==> config.mk <==
export PLATFORM = sky130hd
export DESIGN_NAME = apb_ws2812_chain
export DESIGN_NICKNAME = d
export VERILOG_FILES = /design/src/rtl/ws2812_pkg.sv /design/src/rtl/ws2812_bit_encoder.sv /design/src/rtl/apb_ws2812_chain.sv
export SDC_FILE = /design/constraint.sdc
export NUM_CORES = 1
export LEC_CHECK = 0
export CORE_MARGIN = 5
export CORE_UTILIZATION = 45
export DETAILED_ROUTE_END_ITERATION = 7
export PLACE_DENSITY = 0.66
export REMOVE_ABC_BUFFERS = 1
export SYNTH_ARGS = -nofsm -noshare
export SYNTH_HDL_FRONTEND = slang
export SYNTH_SLANG_ARGS = --single-unit
==> constraint.sdc <==
create_clock -name PCLK -period 3.2 [get_ports PCLK]
set_clock_uncertainty 0.15 [all_clocks]
set_input_delay 0.32 -clock PCLK [delete_from_list [all_inputs] [get_ports PCLK]]
set_output_delay 0.32 -clock PCLK [all_outputs]
set_load 0.01 [all_outputs]
==> src/rtl/ws2812_pkg.sv <==
// ws2812_pkg: register map, field indices, timing defaults
// and FSM encoding shared by the WS2812 chain driver.
package ws2812_pkg;

  localparam logic [8:0] OFF_CTRL   = 9'h000;
  localparam logic [8:0] OFF_STATUS = 9'h004;
  localparam logic [8:0] OFF_COUNT  = 9'h008;
  localparam logic [8:0] OFF_PIXEL  = 9'h100;

  localparam int CTRL_START = 0;
  localparam int CTRL_AUTO  = 1;
  localparam int STAT_BUSY  = 0;
  localparam int STAT_DONE  = 1;

  localparam int PIX_W = 24;
  localparam int CNT_W = 7;

  localparam int DEF_NUM_LEDS = 8;
  localparam int DEF_T_BIT    = 125;
  localparam int DEF_T1H      = 80;
  localparam int DEF_T0H      = 40;
  localparam int DEF_T_RST    = 5000;

  typedef enum logic [1:0] {
    ST_IDLE,
    ST_SHIFT,
    ST_GAP
  } state_t;

  function automatic logic [CNT_W-1:0] clamp_count(
    input logic [CNT_W-1:0] v,
    input int               n
  );
    if (v == '0) return CNT_W'(1);
    if (int'(v) > n) return CNT_W'(n);
    return v;
  endfunction

endpackage

==> src/rtl/ws2812_bit_encoder.sv <==
// ws2812_bit_encoder: per-bit timer and high/low shaping
// for one WS2812 data bit, with a bit-end strobe.
module ws2812_bit_encoder #(
  parameter int T_BIT = 125,
  parameter int T1H   = 80,
  parameter int T0H   = 40,
  parameter int TW    = 13
) (
  input  logic i_clk,
  input  logic i_rst_n,
  input  logic i_bit,
  input  logic i_strobe,
  output logic o_level,
  output logic o_bit_end
);

  logic [TW-1:0] r_timer;
  logic          r_level;
  logic [TW-1:0] w_thr;
  logic          w_last;

  assign w_thr  = i_bit ? TW'(T1H) : TW'(T0H);
  assign w_last = r_timer == TW'(T_BIT - 1);

  always_ff @(posedge i_clk or negedge i_rst_n) begin
    if (!i_rst_n) begin
      r_timer <= '0;
      r_level <= 1'b0;
    end else begin
      r_timer <= (i_strobe && !w_last) ? r_timer + TW'(1) : '0;
      r_level <= i_strobe && (r_timer < w_thr);
    end
  end

  assign o_level   = r_level;
  assign o_bit_end = i_strobe & w_last;

endmodule

==> src/rtl/apb_ws2812_chain.sv <==
// apb_ws2812_chain: APB3 register block, pixel store and
// frame sequencer driving a WS2812 LED chain.
module apb_ws2812_chain
  import ws2812_pkg::*;
#(
  parameter int NUM_LEDS = DEF_NUM_LEDS,
  parameter int T_BIT    = DEF_T_BIT,
  parameter int T1H      = DEF_T1H,
  parameter int T0H      = DEF_T0H,
  parameter int T_RST    = DEF_T_RST
) (
  input  logic        PCLK,
  input  logic        PRESERN,
  input  logic        PSEL,
  input  logic        PENABLE,
  input  logic        PWRITE,
  input  logic [31:0] PADDR,
  input  logic [31:0] PWDATA,
  output logic [31:0] PRDATA,
  output logic        PREADY,
  output logic        PSLVERR,
  output logic        LED_OUT
);

  localparam int TMAX = (T_BIT > T_RST) ? T_BIT : T_RST;
  localparam int TW   = $clog2(TMAX);
  localparam int PW   = $clog2(NUM_LEDS) + 1;
  localparam int IW   = (NUM_LEDS > 1) ? $clog2(NUM_LEDS) : 1;

  logic [8:0] w_off;
  logic [5:0] w_pidx;
  logic       w_acc;
  logic       w_wr;
  logic       w_rd;
  logic       w_hit_ctrl;
  logic       w_hit_stat;
  logic       w_hit_cnt;
  logic       w_hit_pix;
  logic       w_hit;
  logic       w_start;
  logic       w_done_clr;
  logic       w_unused;

  assign w_off      = PADDR[8:0];
  assign w_pidx     = PADDR[7:2];
  assign w_acc      = PSEL & PENABLE;
  assign w_hit_ctrl = w_off == OFF_CTRL;
  assign w_hit_stat = w_off == OFF_STATUS;
  assign w_hit_cnt  = w_off == OFF_COUNT;
  assign w_hit_pix  = PADDR[8] & (PADDR[1:0] == 2'b00)
                    & ({1'b0, w_pidx} < 7'(NUM_LEDS));
  assign w_hit      = w_hit_ctrl | w_hit_stat
                    | w_hit_cnt | w_hit_pix;
  assign w_wr       = w_acc & PWRITE & w_hit;
  assign w_rd       = w_acc & ~PWRITE;
  assign w_start    = w_wr & w_hit_ctrl & PWDATA[CTRL_START];
  assign w_done_clr = w_wr & w_hit_stat & PWDATA[STAT_DONE];
  assign w_unused   = ^{PADDR[31:9], PWDATA[31:24]};

  logic [PIX_W-1:0] r_pix [NUM_LEDS];
  logic             r_auto;
  logic [CNT_W-1:0] r_count;

  always_ff @(posedge PCLK or negedge PRESERN) begin
    if (!PRESERN) begin
      for (int i = 0; i < NUM_LEDS; i++) r_pix[i] <= '0;
    end else if (w_wr & w_hit_pix) begin
      r_pix[w_pidx[IW-1:0]] <= PWDATA[PIX_W-1:0];
    end
  end

  always_ff @(posedge PCLK or negedge PRESERN) begin
    if (!PRESERN) begin
      r_auto  <= 1'b0;
      r_count <= CNT_W'(NUM_LEDS);
    end else begin
      if (w_wr & w_hit_ctrl) r_auto <= PWDATA[CTRL_AUTO];
      if (w_wr & w_hit_cnt)
        r_count <= clamp_count(PWDATA[CNT_W-1:0], NUM_LEDS);
    end
  end

  state_t           r_state;
  logic [PIX_W-1:0] r_shreg;
  logic [4:0]       r_bit_idx;
  logic [PW-1:0]    r_pix_idx;
  logic [TW-1:0]    r_gap;
  logic             r_done;
  logic             r_led;
  logic [PW-1:0]    w_nxt_idx;
  logic             w_more;
  logic             w_shift;
  logic             w_busy;
  logic             w_level;
  logic             w_bit_end;

  assign w_nxt_idx = r_pix_idx + PW'(1);
  assign w_more    = CNT_W'(w_nxt_idx) < r_count;
  assign w_shift   = r_state == ST_SHIFT;
  assign w_busy    = r_state != ST_IDLE;

  // COUNT is re-read at every pixel boundary via w_more
  always_ff @(posedge PCLK or negedge PRESERN) begin
    if (!PRESERN) begin
      r_state   <= ST_IDLE;
      r_shreg   <= '0;
      r_bit_idx <= '0;
      r_pix_idx <= '0;
      r_gap     <= '0;
      r_done    <= 1'b0;
    end else begin
      if (w_done_clr) r_done <= 1'b0;
      unique case (r_state)
        ST_IDLE: begin
          if (w_start) begin
            r_state   <= ST_SHIFT;
            r_shreg   <= r_pix[0];
            r_bit_idx <= 5'(PIX_W - 1);
            r_pix_idx <= '0;
          end
        end
        ST_SHIFT: begin
          if (w_bit_end) begin
            if (r_bit_idx != '0) begin
              r_shreg   <= {r_shreg[PIX_W-2:0], 1'b0};
              r_bit_idx <= r_bit_idx - 5'd1;
            end else if (w_more) begin
              r_pix_idx <= w_nxt_idx;
              r_shreg   <= r_pix[w_nxt_idx[IW-1:0]];
              r_bit_idx <= 5'(PIX_W - 1);
            end else begin
              r_state <= ST_GAP;
              r_gap   <= '0;
            end
          end
        end
        ST_GAP: begin
          if (r_gap == TW'(T_RST - 1)) begin
            r_done <= 1'b1;
            if (r_auto) begin
              r_state   <= ST_SHIFT;
              r_shreg   <= r_pix[0];
              r_bit_idx <= 5'(PIX_W - 1);
              r_pix_idx <= '0;
            end else begin
              r_state <= ST_IDLE;
            end
          end else begin
            r_gap <= r_gap + TW'(1);
          end
        end
        default: r_state <= ST_IDLE;
      endcase
    end
  end

  ws2812_bit_encoder #(
    .T_BIT (T_BIT),
    .T1H   (T1H),
    .T0H   (T0H),
    .TW    (TW)
  ) u_enc (
    .i_clk     (PCLK),
    .i_rst_n   (PRESERN),
    .i_bit     (r_shreg[PIX_W-1]),
    .i_strobe  (w_shift),
    .o_level   (w_level),
    .o_bit_end (w_bit_end)
  );

  always_ff @(posedge PCLK or negedge PRESERN) begin
    if (!PRESERN) r_led <= 1'b0;
    else          r_led <= w_level;
  end

  assign LED_OUT = r_led;
  assign PREADY  = 1'b1;
  assign PSLVERR = w_acc & ~w_hit;

  always_comb begin
    PRDATA = '0;
    if (w_rd) begin
      unique case (1'b1)
        w_hit_ctrl: PRDATA[CTRL_AUTO] = r_auto;
        w_hit_stat: begin
          PRDATA[STAT_BUSY] = w_busy;
          PRDATA[STAT_DONE] = r_done;
        end
        w_hit_cnt: PRDATA[CNT_W-1:0] = r_count;
        w_hit_pix: PRDATA[PIX_W-1:0] = r_pix[w_pidx[IW-1:0]];
        default:   PRDATA = '0;
      endcase
    end
  end

endmodule

-- After elaboration in Yosys (flattened, before gate mapping)
Cells that the tools add are included.
- add/sub/neg operators: 4
- $lt $le $gt $ge: 7
- eq/ne operators: 15
- muxes and demuxes: 61
- bitwise operators: 21
- reduce and logical (&&, ||, !) cells: 16
- operators by type and width (cell ; count):
    two-way mux 24 bit ; 12
    bitwise mux 192 bit ; 1
    binary-select mux 24 bit (select 3 bit) ; 2
    demux 24 bit (select 3 bit) ; 1
    one-hot mux 24 bit (3 select lines) ; 1
    two-way mux 13 bit ; 5
    two-way mux 7 bit ; 5
    two-way mux 5 bit ; 6
    adder 13 x 1 -> 13 bit, second input constant ; 2
    one-hot mux 13 bit (2 select lines) ; 1
    two-way mux 4 bit ; 6
    two-way mux 17 bit ; 1
    inequality test 2 bit, second input constant ; 8
    one-hot mux 5 bit (3 select lines) ; 1
    AND 1 bit ; 14
    == test 13 bit, second input constant ; 1
    == test 13 x 7 -> 1 bit, second input constant ; 1
    < comparator 13 bit ; 1
    one-hot mux 4 bit (3 select lines) ; 1
    two-way mux 2 bit ; 5
    one-hot mux 5 bit (2 select lines) ; 1
    AND reduction 5 bit ; 2
    == test 9 x 3 -> 1 bit, second input constant ; 1
    == test 9 x 4 -> 1 bit, second input constant ; 1
    other kinds (27) ; 44
- flip-flop bits (word level): 264
- input bits: 69
- output and inout bits: 35

-- Depth between registers and ports, before layout
Gate-level depths: netlist of run 1.
- depth after elaboration: 11
- mapped depth: 13

-- Hierarchy
A second synthesis of run 1 with hierarchy kept.
- cells, all modules: 1046
- area, all modules: 13950.9 um^2
- modules (own cells, without submodules) (module ; times used ; cells an instance ; area an instance (um^2) ; sequential area each (um^2)):
    apb_ws2812_chain ; 1 ; 970 ; 13183.9 ; 6257.3
    ws2812_bit_encoder ; 1 ; 76 ; 767.0 ; 350.3

-- Least setup slack after synthesis of run 1
OpenSTA, ideal clock, no wires.
- path kind: reg-to-reg
- start point: reg r_pix_idx[0]
- end point: reg r_gap[9]
- arrival: 3.146 ns
- data required time: 2.923 ns
- setup slack: -0.224 ns
- cell stages (with the launch flop): 13
- path through: dfrtp_1 -> clkbuf_1 -> buf_2 -> buf_1 -> nand3_1 -> xnor2_1 -> ha_1 -> or3_1 -> o22a_1 -> a21oi_1 -> nor3_2 -> nand4_1 -> mux2_1
- longest elaborated chain between the ends: 4
- ends and longest elaborated chain (item ; RTL line ; RTL):
    start: declaration ; apb_ws2812_chain.sv:86 ; logic [PW-1:0] r_pix_idx;
    start signal: assignment ; apb_ws2812_chain.sv:128 ; r_pix_idx <= w_nxt_idx;
    adder 4 x 1 -> 4 bit ; apb_ws2812_chain.sv:97 ; assign w_nxt_idx = r_pix_idx + PW'(1);
    < comparator 4 x 7 -> 1 bit ; apb_ws2812_chain.sv:98 ; assign w_more = CNT_W'(w_nxt_idx) < r_count;
    inequality test 2 bit (no line) ; n/a ;
    AND reduction 5 bit (no line) ; n/a ;
    end signal: assignment ; apb_ws2812_chain.sv:149 ; r_gap <= r_gap + TW'(1);
    end: declaration ; apb_ws2812_chain.sv:87 ; logic [TW-1:0] r_gap;
Every way passes these cells.
A chain may end at the register's enable or synchronous reset.

-- Worst setup path after layout of run 1
- start point: in PADDR[1]
- end point: out PSLVERR
- longest elaborated chain between the ends: 6
- elaborated cells on any way between the ends: 11
- classes of those cells: eq/ne: 2; bitwise: 7; reduce/logical: 2
- ends and longest elaborated chain (item ; RTL line ; RTL):
    start: declaration ; apb_ws2812_chain.sv:17 ; input logic [31:0] PADDR,
    == test 9 x 3 -> 1 bit (tied with other cells) ; apb_ws2812_chain.sv:48 ; assign w_hit_stat = w_off == OFF_STATUS;
    OR 1 bit or AND 1 bit (tied branches) ; apb_ws2812_chain.sv:52, apb_ws2812_chain.sv:50 ;
    OR 1 bit or AND 1 bit (tied branches) ; apb_ws2812_chain.sv:53, apb_ws2812_chain.sv:51 ;
    OR 1 bit (*) ; apb_ws2812_chain.sv:53 ; | w_hit_cnt | w_hit_pix;
    NOT 1 bit (*) ; apb_ws2812_chain.sv:178 ; assign PSLVERR = w_acc & ~w_hit;
    AND 1 bit (*) ; apb_ws2812_chain.sv:178 ;
    end: declaration ; apb_ws2812_chain.sv:21 ; output logic PSLVERR,
Mark *: on every way between the ends. The rest lies on a longest branch, timed or not.

==> summary.txt, run 1 <==
Run status
  • Outcome: finished clean

Place
  • Post-DP Area: 15,620 um^2
  • Final Wtd Congestion: between 0.7 and 0.8
  • Post-detail-place hpwl: 22,200 um
  • I/O Buffers: 63

Setup path
  • Worst path arrival time: 2.60 ns
  • R2R Path End: r_bit_idx[3]$_DFFE_PN0P_
  • Req. time, crit path: 2.73 ns
  • Worst-path fanout max: 5
  • R2R Setup Slk: 0.22 ns
  • Startpoint types: primary input
  • Reg2reg path depth: 11
  • Worst Setup End Kind: output pin
  • Critical R2R Launch: r_pix_idx[0]$_DFFE_PN0P_
  • Critical path class: primary input to output pin

Yosys
  • Synth warn: 0
  • Leading post-synthesis cells by cell area: dfrtp_1 (46%), mux2_2 (9.2%), mux4_2 (8.2%), mux2i_1 (7.9%), mux2_1 (4.6%)
  • Number of synthesized flops with an enable pin: 0
  • Post-Syn Area per Cell: 12.25 um^2
  • Synth Instances: roughly 1,200
  • Async SR Flop Fraction: 100.0%
  • Area fraction of the dominant cell type after synthesis: 46.05%
  • Yosys reg bits: between 200 and 300
  • Area leader, netlist: dfrtp_1
  • Sequential-to-total area share from yosys stat: 46.23%
  • Netlist Area Pre-Place: between 10,000 and 15,000 um^2
  • Top_reg_cell synth: dfrtp_1
  • Synth cell types: 65

Power
  • Clock share of power: 47.0%
  • Max VDD drop: 0.4152 mV
  • Switching share of total power: 22.77%
  • Pwr/cell area: 420.7 nW/um^2
  • Static Leakage: 0.007314 uW
  • Logic pwr share: ~4.6%
  • Power share of the sequential group: around 48%
  • P_sw: 1587 uW
  • Internal Pwr Total: 5382 uW

Timing
  • RSZ-0062 raised after global routing: no
  • Final setup fails: 0
  • Crit share post-route: between 90% and 100%
  • Final hold vios: 0
  • Fmax: 326.2 MHz
  • Slew @ Worst Pin: 0.7707 ns
  • Setup TNS: 0 ns
  • Minimum clock period: roughly 3.1 ns
  • Max-slew violations: 0
  • Relative slew margins: 48.62%

Global routing
  • First-pass GRT wire length: 57,990 um
  • Global route hottest layer: met2
  • Met2 global-route usage: between 30% and 40%
  • GR Util met3: 3.186%
  • Vias in the first global route: a little over 10,000
  • Largest net degree at the start of global routing: 97
  • Met1 usage: 29.58%
  • Congestion Overflow GR: 0
  • Gr usage total: 20.18%
  • Initial antenna violation count: 2

Drt
  • WL final: around 36,000 um
  • Number of detailed-route iterations in the first pass: 5
  • Routed vias/inst: 5.997
  • Starting DRT DRC Count: 756
  • DRC: 0
  • Post-DR wirelength/cell: 22.02 um
  • Vias: roughly 10,000
  • Post-route ant nets: 0

CTS
  • Post-CTS Setup Bufs: 0
  • Clk slew on worst S/H paths: 0.06 ns
  • Skew-Pair Late Insertion Delay: 0.56 ns
  • Number of buffers created by CTS: 29
  • H-tree depth: 1
  • CTS Root Buffer Type: clkbuf_16
  • CTS Buffer Depth: 3
  • Clk sinks: 264
  • CTS tree: done

Finish
  • Fin nets: 1,309
  • Area growth from synthesis to layout: 15.91%
  • FILL cells: 2,673
  • Post-Route Utilization: 52.64%
  • Design area: 16,570 um^2
  • Share of layout cells above drive strength 1: about a quarter

Hold path
  • Hold Path Class: primary input to async pin

Floorplan
  • Chip width: 188.2 um
  • I/O Pins: 104
  • Die height: 188.2 um
  • Starting Density: 45.41%
  • Num rows: 65
  • Area of the core: 31,470 um^2
  • Die footprint: roughly 35,000 um^2

Job
  • Max-cap violations: 0
[critical path, cell delays in order]
cell and delay [ns]:
clkdlybuf4s50_1 0.42, or4_4 0.57, or4_4 0.44, buf_4 0.17
a21oi_1 0.13, nor3_1 0.06, clkdlybuf4s50_1 0.48
[per-layer routing]
layer	part of all wire, %	up-vias
li1	-	4480
met2	45	282
met3	5.5	47
met5	0.030	-
met4	2.1	2
met1	47	5102
[power by group through the flow]
stage	sequential [uW]	clock, uW	combinational [uW]
after CTS	3370	3340	328
final	3370	3270	323
after detailed placement	3430	0	326
after floorplan	3430	0	83.9
after global placement	3430	0	324
after global routing	3370	3480	354
[what timing repair did]
| action | in CTS | in global routing |
|---|---|---|
| pin swaps | 0 | 0 |
| resized for setup | 2 | 2 |
| hold buffers | 1 | 0 |
| hold endpoints to repair | 90 | 0 |
| setup endpoints to repair | 2 | 1 |
[how the worst max path moves through the flow]
stage | from | to | slack (ns) | depth (start not counted)
final | PADDR[1] | PSLVERR | 0.13 | 7
after global routing | PADDR[1] | PRDATA[0] | 0.03 | 7
after CTS | PADDR[1] | PRDATA[0] | 0.11 | 7
after detailed placement | PADDR[1] | PRDATA[0] | -0.18 | 7
after global placement | PADDR[1] | PRDATA[0] | -0.16 | 7
after floorplan | r_pix_idx[0]$_DFFE_PN0P_ | r_bit_idx[3]$_DFFE_PN0P_ | -3.29 | 10
[metrics by stage]
step           total power (uW)  std cells  worst slack [ns]  hold WS, ns
6_report                   6969       1653            0.1344       0.2349
5_1_grt                    7205       1653           0.03486       0.2543
4_1_cts                    7039       1652            0.1121       0.2385
3_5_place_dp               3760       1599           -0.1791       0.2256
3_3_place_gp               3756       1599           -0.1637       0.2170
2_1_floorplan              3514       1086            -3.288      -0.1256
[cells in the mapped netlist (12+ instances only)]
master	count
mux2_1	59
mux2i_1	113
nor3_1	12
mux2_4	20
buf_2	17
buf_1	15
o21ai_0	12
inv_1	13
a22oi_1	44
mux2_2	117
nand2_1	49
nor2_1	88
a41oi_1	26
a21oi_1	19
buf_4	12
mux4_2	52
a31oi_1	12
clkbuf_1	42
nand3_1	61
dfrtp_1	263
[area by class of cell]
class	instances	area, um^2	area share (%)
tap	402	503.0	3.036
inverter	13	48.80	0.2945
clock buffer	44	842.1	5.083
antenna	1	2.502	0.01510
clock inverter	8	83.83	0.5060
timing repair buffer	112	1179	7.114
multi-input combinational	809	7297	44.05
sequential	264	6611	39.91
[sequential cells by signal (all words and copies together) (netlist names)]
register and flops:
r_done 1, r_bit_idx 5, r_pix 192, r_shreg 24, r_pix_idx 4, u_enc.o_level 1
r_gap 13, r_auto 1, u_enc.r_timer 13, r_count 7, LED_OUT 1, r_state 2
[cells by family after synthesis]
kind of cell / synth area share (%)
AOI/OAI and AO/OA: 6.890
xor gates and xnor gates: 0.9192
adders and majority gates: 0.9630
buffers and inverters: 3.222
DFF: 46.23
muxes: 32.08
other: 0.05255
and+or+nand+nor: 9.647
[placed cells by master (no fill, tap or decap), drive strengths merged, types with 6 or more instances in the layout]
cell | netlist | layout
a22oi | 44 | 44
dfrtp | 263 | 263
mux2i | 113 | 113
nand2 | 50 | 50
a41oi | 26 | 26
a21oi | 19 | 19
and2 | 10 | 10
ha | 11 | 11
xnor2 | 9 | 9
clkdlybuf4s50 | 0 | 57
o21ai | 13 | 13
mux4 | 52 | 52
inv | 13 | 15
and3 | 11 | 11
clkbuf | 42 | 44
a31oi | 12 | 12
conb | 2 | 9
buf | 46 | 52
nor2 | 92 | 92
nor3 | 15 | 15
mux2 | 196 | 196
xor2 | 6 | 6
nand3 | 61 | 61
(Power assumes the default switching activity.)
==> inputs of run 2 (changes only) <==
Clock period 3.2 ns to 2.74 ns, I/O delays scaled along.
==> run 2 against run 1 <==
  * The run now ends with negative setup slack left
  * Wire length rose by 8.5%
  * Hold slack got worse by 0.098 ns
  * Sequential power rose by 17%
  * Total power rose by 22%
  * Critical path type is now flip-flop to flip-flop
==> summary.txt, run 2 (synthesized netlist as in run 1, its figures left out) <==
CTS
  • Number of buffers created by CTS: 29
  • Skew-Pair Late Insertion Delay: ~0.58 ns
  • CTS Root Buffer Type: clkbuf_16
  • Clk slew on worst S/H paths: 0.06 ns
  • H-tree depth: 1
  • CTS Buffer Depth: 3
  • CTS tree: done
  • Clk sinks: 264

Floorplan
  • Starting Density: 45.41%
  • Die footprint: 35,420 um^2
  • Die height: 188.2 um
  • Area of the core: ~31,000 um^2
  • Num rows: between 60 and 70
  • Chip width: 188.2 um
  • I/O Pins: 104

Setup path
  • Critical path class: flip-flop to flip-flop
  • CP max stage delay: about 0.48 ns
  • Critical R2R Launch: r_pix_idx[0]$_DFFE_PN0P_
  • Worst path most repeated cell: ha_4
  • Reg2reg path depth: 13
  • CP max stage cell: dfrtp_4
  • WP buf/inv: 4
  • Worst-path fanout max: 7
  • Crit-path cells: ha_4 -> xnor2_4 -> inv_2 -> ha_4 -> or3_1 -> o22a_1 -> and2_4 -> a21boi_4 -> buf_12 -> buf_8 -> buf_16 -> nor2_2 -> a31oi_1
  • Startpoint types: flip-flop
  • Req. time, crit path: 3.07 ns
  • Worst path arrival time: around 3.2 ns
  • Worst Setup End Kind: flip-flop
  • Setup crit start: r_pix_idx[0]$_DFFE_PN0P_
  • R2R Setup Slk: -0.08 ns
  • R2R Path End: r_shreg[0]$_DFFE_PN0P_
  • Top delay family on crit path: simple AND/OR/NAND/NOR gates

Global routing
  • Vias in the first global route: between 10,000 and 15,000
  • Largest net degree at the start of global routing: 83
  • Gr usage total: 21.73%
  • Congestion Overflow GR: 0
  • First-pass GRT wire length: 61,800 um
  • Initial antenna violation count: 1

Drt
  • WL final: ~39,000 um
  • Post-route ant nets: 0
  • Post-DR wirelength/cell: 23.09 um
  • DRC: 0
  • Vias: 10,390
  • Number of detailed-route iterations in the first pass: 6
  • Routed vias/inst: 6.075
  • Starting DRT DRC Count: between 700 and 800

Power
  • Static Leakage: 0.007822 uW
  • Pwr/cell area: 481.6 nW/um^2
  • Max VDD drop: 0.5674 mV
  • Pwr Total: 8494 uW

Timing
  • Final setup fails: 29
  • Slew @ Worst Pin: 0.8492 ns
  • RSZ-0062 raised after global routing: yes
  • Final worst slack: -0.07521 ns
  • Relative slew margins: 42.95%
  • Fmax: 355.2 MHz
  • Minimum clock period: 2.815 ns
  • Crit share post-route: 102.7%
  • Max-slew violations: 0
  • Final hold vios: 0

Place
  • Final Wtd Congestion: 0.8243
  • I/O Buffers: 63
  • Post-detail-place hpwl: approximately 24,000 um
  • Pre-CTS WS: -0.5592 ns

Run status
  • Outcome: complete, but fails checks
  • Failing checks: negative setup slack

Finish
  • Ant diodes: 0
  • Most frequent cells in the layout: dfrtp_1 (261), mux2_2 (116), mux2i_1 (112)
  • Fin nets: 1,366
  • Share of layout cells above drive strength 1: 33.10%
  • Max reg flops: 192
  • Largest Register: r_pix
  • Area growth from synthesis to layout: 23.41%
  • FF/Latch Area: 6613 um^2
  • Commonest non-fill, non-tap cell in the layout: dfrtp_1
  • Top Registers: r_pix x192, r_shreg x24
  • FILL cells: 2,588
  • Multi-input gate area: 7702 um^2

Job
  • Max-cap violations: 0

Hold path
  • Hold Path Class: primary input to async pin
run 2: changes by cell type in the layout (fill, tap and decap cells not counted), moves of 6 or more:
cell,previous run,this run
clkdlybuf4s15_1,0,9
nor2_1,85,69
a21oi_1,19,13
nor2_4,1,15
buf_4,34,78
clkdlybuf4s50_1,57,30
a41oi_2,0,22
a41oi_1,26,4
dlygate4sd2_1,2,12
run 2: how the worst max path moves through the flow:
| stage | depth (start not counted) | endpoint |
|---|---|---|
| floorplan | 10 | r_bit_idx[3]$_DFFE_PN0P_ |
| global placement | 7 | PRDATA[0] |
| detailed placement | 7 | PRDATA[0] |
| CTS | 13 | r_shreg[0]$_DFFE_PN0P_ |
| global route | 13 | r_shreg[9]$_DFFE_PN0P_ |
| finish | 13 | r_shreg[0]$_DFFE_PN0P_ |
run 2: area by class of cell:
| cell class | instances | share of cell area (%) |
|---|---|---|
| clock inverter | 12 | 1.014 |
| tap | 402 | 2.852 |
| multi-input combinational | 809 | 43.67 |
| inverter | 13 | 0.2767 |
| sequential | 264 | 37.49 |
| timing repair buffer | 169 | 9.988 |
| clock buffer | 41 | 4.710 |
run 2: repair_timing:
item | in CTS | in global routing
endpoints found under the setup margin | 71 | 61
setup buffers | 9 | 6
hold buffers | 1 | 0
cloned | 5 | 2
pin swaps | 10 | 16
gates resized for setup | 104 | 41
endpoints found under the hold margin | 76 | 0
run 2: metal layers:
metal | up-vias | routed length, um | GRT usage (%) | part of all wire (%)
met2 | 360 | 18320 | 34.40 | 46
met4 | 2 | 1051 | 4.997 | 2.7
met1 | 5353 | 17600 | 31.66 | 45
met3 | 73 | 2503 | 3.575 | 6.3
met5 | - | 11 | 0 | 0.028
li1 | 4600 | - | - | -
run 2: where the power goes:
part / switching [uW] / leakage, uW / internal [uW] / total [uW]
clock: 1670 / 0.000502 / 2490 / 4160
sequential: 18.4 / 0.00350 / 3920 / 3940
combinational: 233 / 0.00382 / 164 / 397
run 2: through the flow:
step	instance area [um^2]	hold WS (ns)	setup TNS [ns]	instances	util [%]
3_5_place_dp	15930	0.1793	-30.61	1638	50.61
5_1_grt	17640	0.2040	-4.268	1710	56.04
4_1_cts	17420	0.1710	-1.426	1705	55.35
2_1_floorplan	13910	-0.1716	-167.88	1086	-
6_report	17640	0.1370	-1.131	1710	56.04
3_3_place_gp	15930	0.1740	-30.58	1638	50.61
==> inputs of run 3 (changes only) <==
Settings changed: CTS_CLUSTER_SIZE set to 30.
==> results of run 3 <==
Same layout as run 2: the final DEF is identical, and so are final timing and power.
